==> src/rtl/uart_tx_arbiter_pkg.sv <==
// Shared state encoding and index helpers for the UART transmit arbiter.
// Pure declarations: no latency, no backpressure.
package uart_tx_arbiter_pkg;

    localparam int UART_BYTE_W = 8;

    typedef enum logic [2:0] {
        S_IDLE  = 3'd0,
        S_LOAD  = 3'd1,
        S_START = 3'd2,
        S_WAIT  = 3'd3,
        S_HOLD  = 3'd4
    } arb_state_t;

    function automatic int wrap_add(input int a, input int b, input int n);
        return (a + b) % n;
    endfunction

    function automatic int wrap_inc(input int idx, input int n);
        return wrap_add(idx, 1, n);
    endfunction

endpackage

==> src/rtl/uart_tx_arbiter_rr_pick.sv <==
// Cyclic priority pick: first set request at or after ptr.
// Purely combinational (0 cycles); no backpressure.
module rr_pick
    import uart_tx_arbiter_pkg::*;
#(
    parameter int N_REQ = 4,
    parameter int IW    = $clog2(N_REQ)
) (
    input  logic [N_REQ-1:0] req,
    input  logic [IW-1:0]    ptr,
    output logic [IW-1:0]    gnt_idx,
    output logic             any_req
);

    // Walk offsets from farthest to nearest so the nearest set request wins.
    always_comb begin
        gnt_idx = '0;
        any_req = |req;
        for (int off = N_REQ - 1; off >= 0; off--) begin
            for (int i = 0; i < N_REQ; i++) begin
                if (i == wrap_add(int'(ptr), off, N_REQ) && req[i]) begin
                    gnt_idx = IW'(i);
                end
            end
        end
    end

endmodule

==> src/rtl/uart_tx_arbiter.sv <==
// Round-robin, packet-locked arbiter sharing one uart_tx among N_REQ byte requesters.
// Grant 1 cycle after req_valid, tx_dv 2 cycles after; requesters see no req_ready while another holds the lock or uart_tx is busy.
module uart_tx_arbiter
    import uart_tx_arbiter_pkg::*;
#(
    parameter int N_REQ        = 4,
    parameter int HOLD_TIMEOUT = 1000,
    parameter int CNT_W        = 16
) (
    input  logic                         clk,
    input  logic                         rst_n,
    input  logic [N_REQ-1:0]             req_valid,
    input  logic [UART_BYTE_W*N_REQ-1:0] req_data,
    input  logic [N_REQ-1:0]             req_last,
    output logic [N_REQ-1:0]             req_ready,
    input  logic                         tx_busy,
    input  logic                         tx_done,
    output logic                         tx_dv,
    output logic [UART_BYTE_W-1:0]       tx_byte,
    output logic [$clog2(N_REQ)-1:0]     grant_id,
    output logic                         busy,
    output logic                         lock_err
);

    localparam int GW = $clog2(N_REQ);
    localparam logic [CNT_W-1:0] HOLD_LIM = CNT_W'(HOLD_TIMEOUT - 1);

    arb_state_t             state;
    logic [GW-1:0]          rr_ptr;
    logic [GW-1:0]          pick_idx;
    logic                   any_req;
    logic                   last_q;
    logic [CNT_W-1:0]       hold_cnt;
    logic                   sel_valid;
    logic                   sel_last;
    logic [UART_BYTE_W-1:0] sel_byte;

    rr_pick #(
        .N_REQ (N_REQ),
        .IW    (GW)
    ) u_pick (
        .req     (req_valid),
        .ptr     (rr_ptr),
        .gnt_idx (pick_idx),
        .any_req (any_req)
    );

    always_comb begin
        sel_valid = 1'b0;
        sel_last  = 1'b0;
        sel_byte  = '0;
        for (int i = 0; i < N_REQ; i++) begin
            if (int'(grant_id) == i) begin
                sel_valid = req_valid[i];
                sel_last  = req_last[i];
                sel_byte  = req_data[i*UART_BYTE_W +: UART_BYTE_W];
            end
        end
    end

    always_comb begin
        req_ready = '0;
        if (state == S_LOAD) begin
            for (int i = 0; i < N_REQ; i++) begin
                if (int'(grant_id) == i) begin
                    req_ready[i] = req_valid[i];
                end
            end
        end
    end

    // Start strobe is gated by tx_busy in the same cycle so it fires on the first free cycle.
    assign tx_dv = (state == S_START) && !tx_busy;

    always_ff @(posedge clk) begin
        if (!rst_n) begin
            state    <= S_IDLE;
            rr_ptr   <= '0;
            grant_id <= '0;
            tx_byte  <= '0;
            last_q   <= 1'b0;
            hold_cnt <= '0;
            busy     <= 1'b0;
            lock_err <= 1'b0;
        end else begin
            lock_err <= 1'b0;
            case (state)
                S_IDLE: begin
                    if (any_req) begin
                        grant_id <= pick_idx;
                        busy     <= 1'b1;
                        state    <= S_LOAD;
                    end
                end
                S_LOAD: begin
                    if (sel_valid) begin
                        tx_byte <= sel_byte;
                        last_q  <= sel_last;
                        state   <= S_START;
                    end else begin
                        busy  <= 1'b0;
                        state <= S_IDLE;
                    end
                end
                S_START: begin
                    if (!tx_busy) begin
                        state <= S_WAIT;
                    end
                end
                S_WAIT: begin
                    if (tx_done) begin
                        if (last_q) begin
                            rr_ptr <= GW'(wrap_inc(int'(grant_id), N_REQ));
                            busy   <= 1'b0;
                            state  <= S_IDLE;
                        end else begin
                            hold_cnt <= '0;
                            state    <= S_HOLD;
                        end
                    end
                end
                S_HOLD: begin
                    // Only the lock owner may continue; a stalled packet is abandoned after the timeout.
                    if (sel_valid) begin
                        state <= S_LOAD;
                    end else if ((HOLD_TIMEOUT != 0) && (hold_cnt == HOLD_LIM)) begin
                        lock_err <= 1'b1;
                        rr_ptr   <= GW'(wrap_inc(int'(grant_id), N_REQ));
                        busy     <= 1'b0;
                        state    <= S_IDLE;
                    end else if (HOLD_TIMEOUT != 0) begin
                        hold_cnt <= hold_cnt + 1'b1;
                    end
                end
                default: begin
                    busy  <= 1'b0;
                    state <= S_IDLE;
                end
            endcase
        end
    end

endmodule
==> config.mk <==
export PLATFORM = sky130hd
export DESIGN_NAME = uart_tx_arbiter
export DESIGN_NICKNAME = d
export VERILOG_FILES = /design/src/rtl/uart_tx_arbiter_pkg.sv /design/src/rtl/uart_tx_arbiter_rr_pick.sv /design/src/rtl/uart_tx_arbiter.sv
export SDC_FILE = /design/constraint.sdc
export NUM_CORES = 1
export LEC_CHECK = 0
export ABC_AREA = 0
export CORE_MARGIN = 1.5
export CORE_UTILIZATION = 40
export CTS_CLUSTER_DIAMETER = 40
export DETAILED_ROUTE_END_ITERATION = 16
export PLACE_DENSITY = 0.69
export SETUP_SLACK_MARGIN = 0.4
export SYNTH_ARGS = -nofsm -noshare
export SYNTH_HDL_FRONTEND = slang
export SYNTH_HIERARCHICAL = 1
export SYNTH_SLANG_ARGS = --single-unit
==> constraint.sdc <==
create_clock -name clk -period 2.85 [get_ports clk]
set_input_delay 0.57 -clock clk [delete_from_list [all_inputs] [get_ports clk]]
set_output_delay 0.57 -clock clk [all_outputs]
set_load 0.03 [all_outputs]
==> key figures <==
Synthesis
  – Syn_nets: 329
  – Post-synth EDFFs: 0
  – Multiplexer share of the synthesized area: 0.0233
  – #FFs+latches synth: 34
  – Synth Warn #: 6
  – Post-synthesis sequential area ratio: 0.317
  – Area leader, netlist: dfxtp_1
  – Ys async rst share: 0
  – Area fraction of the dominant cell type after synthesis: 0.317
  – Synth Area in Adders: 0.0291
  – Instance count of the mapped netlist: 280
  – Mapped cell area: between 2000 and 2500 µm²
  – Compound-gate portion of the synthesized area: 0.268
  – Synth Area in XOR/XNOR: 0
  – Mapped Avg Cell Area: 7.68 µm²
  – Post-Synth Simple-Gate Area: 0.303
  – Distinct cells, synth: between 50 and 60
  – Top cells by area, synth: dfxtp_1 (32%), a21oi_1 (8.1%), nand2_1 (4.5%)
  – Dominant combinational cell family by area after synthesis: simple AND/OR/NAND/NOR gates
  – Ys flop type: dfxtp_1

Clock tree
  – Worst-Skew Late Latency: 280 ps
  – CTS buffer count: 5
  – CTS Buffer Depth: 2
  – # clock sinks: 34
  – Hold buffer count at cts: 0
  – CTS clk-pin slew, worst paths: 70 ps
  – Root buffer cell: clkbuf_8
  – CTS tree: built
  – CTS HTree Levels: 2

Routing
  – Routed WL: 5.82 mm
  – Routed vias/inst: 5.45
  – First-pass detailed-route iteration total: 4
  – Vias: 2235
  – Antenna Nets Post-Route: 0
  – Routed wire per std cell: approximately 14 µm
  – DRC errors left: 0
  – DRT iter0 DRCs: 115

Setup path
  – CP endpoint kind: flip-flop
  – Classification of the worst setup path: input pin to flip-flop
  – Worst Setup SP: req_valid[3]
  – Startpoint Class: input pin
  – Setup slack, reg-to-reg: 670 ps
  – CP Data Arrival Time: 2480 ps
  – Crit Reg-Reg Startpoint: grant_id[1]
  – Capture point of the worst reg-to-reg path: rr_ptr[0]
  – Worst endpoint required time: 3050 ps
  – Crit path max fanout: 7
  – Worst Reg2Reg Path Length in Cells: 7

Global route
  – Vias in the first global route: 2204
  – First-pass GRT wire length: 10.1 mm
  – GR peak layer: met2
  – Initial antenna violation count: 0
  – Global Route Usage Sum: 0.208
  – Largest net degree at the start of global routing: 19
  – Global Route met3 Usage: 0.0491
  – Grt met1 use: 0.291
  – Gr ovfl total: 0
  – Met2 usage: 0.318

Timing
  – Worst Tran Pin Value: 796 ps
  – Period minus WS final: roughly 2300 ps
  – Tcrit/Tclk final: 0.803
  – Setup ws final: 562 ps
  – Final Hold Viols: 0
  – Max frequency: 437 MHz
  – Final setup violating endpoints: 0
  – Setup TNS: 0 ps
  – Worst Skew: between 4 and 5 ps
  – Slew margin rel.: 0.462
  – Final Max Slew Viols: 0
  – RSZ-0062 raised after global routing: false

Pwr
  – Leak Pwr: around 1.1 nW
  – VDD IR-drop max: 0.285 mV
  – Power, Total: about 1.4 mW
  – Power Density: 479 nW/µm²

Flow run
  – Max Cap Viol: 0

Place
  – HPWL Detailed: 4.25 mm
  – IO Port Bufs: 60
  – Routability Congestion: just under 0.9
  – Dpl ws: 210 ps

Floorplan
  – Starting Density: 0.418
  – Core Footprint: 5140 µm²
  – I/O pin cnt: 61
  – Die footprint: 5820 µm²
  – Die Ht: 76.3 µm
  – Row Count: 26
  – DIE WIDTH: roughly 76 µm

Hold path
  – Hold path depth: 2
  – Hold Path End: hold_cnt[9]
  – Worst Hold Class: flip-flop to flip-flop
  – Hold Path Origin: hold_cnt[9]

Finish
  – Ant diodes: 0
  – Nets: about 390
  – Share of layout cells above drive strength 1: 0.0882
  – Syn-to-layout area delta: 35.6%

Run status
  – Status: finished, final reports clean
[synth_stat cells (2+ instances only)]
library cell / number
a2bb2oi_1: 2
buf_2: 4
o21ai_1: 2
nand2_1: 26
a221oi_1: 9
a211oi_1: 3
ha_1: 5
nor2b_1: 9
a21oi_1: 35
o21ai_0: 14
nor3_1: 15
nand3b_1: 3
nor3b_1: 2
nand3_1: 16
a21o_1: 4
a22o_1: 6
clkbuf_1: 9
buf_1: 2
and3_1: 2
and2_1: 5
a31oi_1: 2
inv_1: 11
a311oi_1: 2
nand4_1: 2
nor4b_1: 2
nor2_1: 18
nor4_1: 2
or3_1: 2
dfxtp_1: 34
or4_1: 4
mux2i_1: 5
buf_6: 2
o21a_1: 2
[cells by family (layout without fill, tap and decap cells)]
family / after synthesis / in the layout
multiplexers: 5 / 5
buffers and inverters: 29 / 89
AND/OR/NAND/NOR: 118 / 118
adder cells (fa/ha/maj): 5 / 5
AO/OA/AOI/OAI: 89 / 89
flip-flops: 34 / 34
[worst max-delay path by stage]
| stage | endpoint | slack, ps | cells past startpoint |
|---|---|---|---|
| floorplan | req_ready[3] | 430 | 5 |
| global placement | hold_cnt[3] | 260 | 6 |
| detailed placement | hold_cnt[3] | 210 | 6 |
| CTS | req_ready[1] | 340 | 4 |
| global route | busy | 420 | 5 |
| finish | busy | 560 | 5 |
[sequential cells by signal, summed over array words and instances, names as in the netlist]
name,cells
hold_cnt,16
last_q,1
tx_byte,8
state,3
grant_id,2
lock_err,1
busy,1
rr_ptr,2
[critical path, stage by stage]
cell	delay, ps
clkdlybuf4s50_1	590
or4_1	190
nor4b_1	660
o221ai_1	240
a211oi_1	240
[power by group]
group | total [mW] | internal [mW] | switching [mW]
clock | 0.363 | 0.195 | 0.169
combinational | 0.478 | 0.220 | 0.258
sequential | 0.555 | 0.515 | 0.0403
[cell usage in the layout, fill, tap and decap left out, drive strengths merged, types with 3 or more instances in the layout]
| cell | instances |
|---|---|
| nand2 | 26 |
| nor2b | 10 |
| a22o | 6 |
| nor3b | 3 |
| nor3 | 15 |
| and2 | 5 |
| a21o | 4 |
| a21oi | 35 |
| dfxtp | 34 |
| buf | 9 |
| nand3b | 3 |
| inv | 11 |
| nand3 | 17 |
| clkdlybuf4s50 | 55 |
| clkbuf | 8 |
| a221oi | 9 |
| ha | 5 |
| or4 | 5 |
| nor2 | 19 |
| o21ai | 16 |
| and3 | 3 |
| mux2i | 5 |
| clkdlybuf4s15 | 3 |
| a211oi | 4 |
[through the flow]
stage	utilization	hold WS, ps	area [µm²]	std cells
3_5_place_dp	0.547	490	2810	401
6_report	0.567	511	2920	410
4_1_cts	0.565	511	2910	409
3_3_place_gp	0.547	482	2810	401
2_1_floorplan	-	456	2150	280
5_1_grt	0.567	531	2920	410
[per-layer routing]
layer / vias to the layer above / wire length (µm)
met3: 6 / 301
met5: - / 0
met4: 0 / 36
met1: 1018 / 2830
li1: 1151 / -
met2: 60 / 2650
[area by class of cell]
| type | instances | area, µm² |
|---|---|---|
| Clock buffer | 7 | 86.3 |
| Clock inverter | 1 | 5.00 |
| Fill cell | 522 | 2220 |
| Sequential cell | 34 | 682 |
| Inverter | 12 | 45.0 |
| Multi-Input combinational cell | 217 | 1340 |
| Timing Repair Buffer | 69 | 666 |
| Tap cell | 70 | 87.6 |
[what timing repair did]
item,CTS,global route
gates resized for setup,11,5
setup endpoints to repair,5,21
setup buffers,0,1
pin swaps,0,1
(Power assumes the default switching activity.)
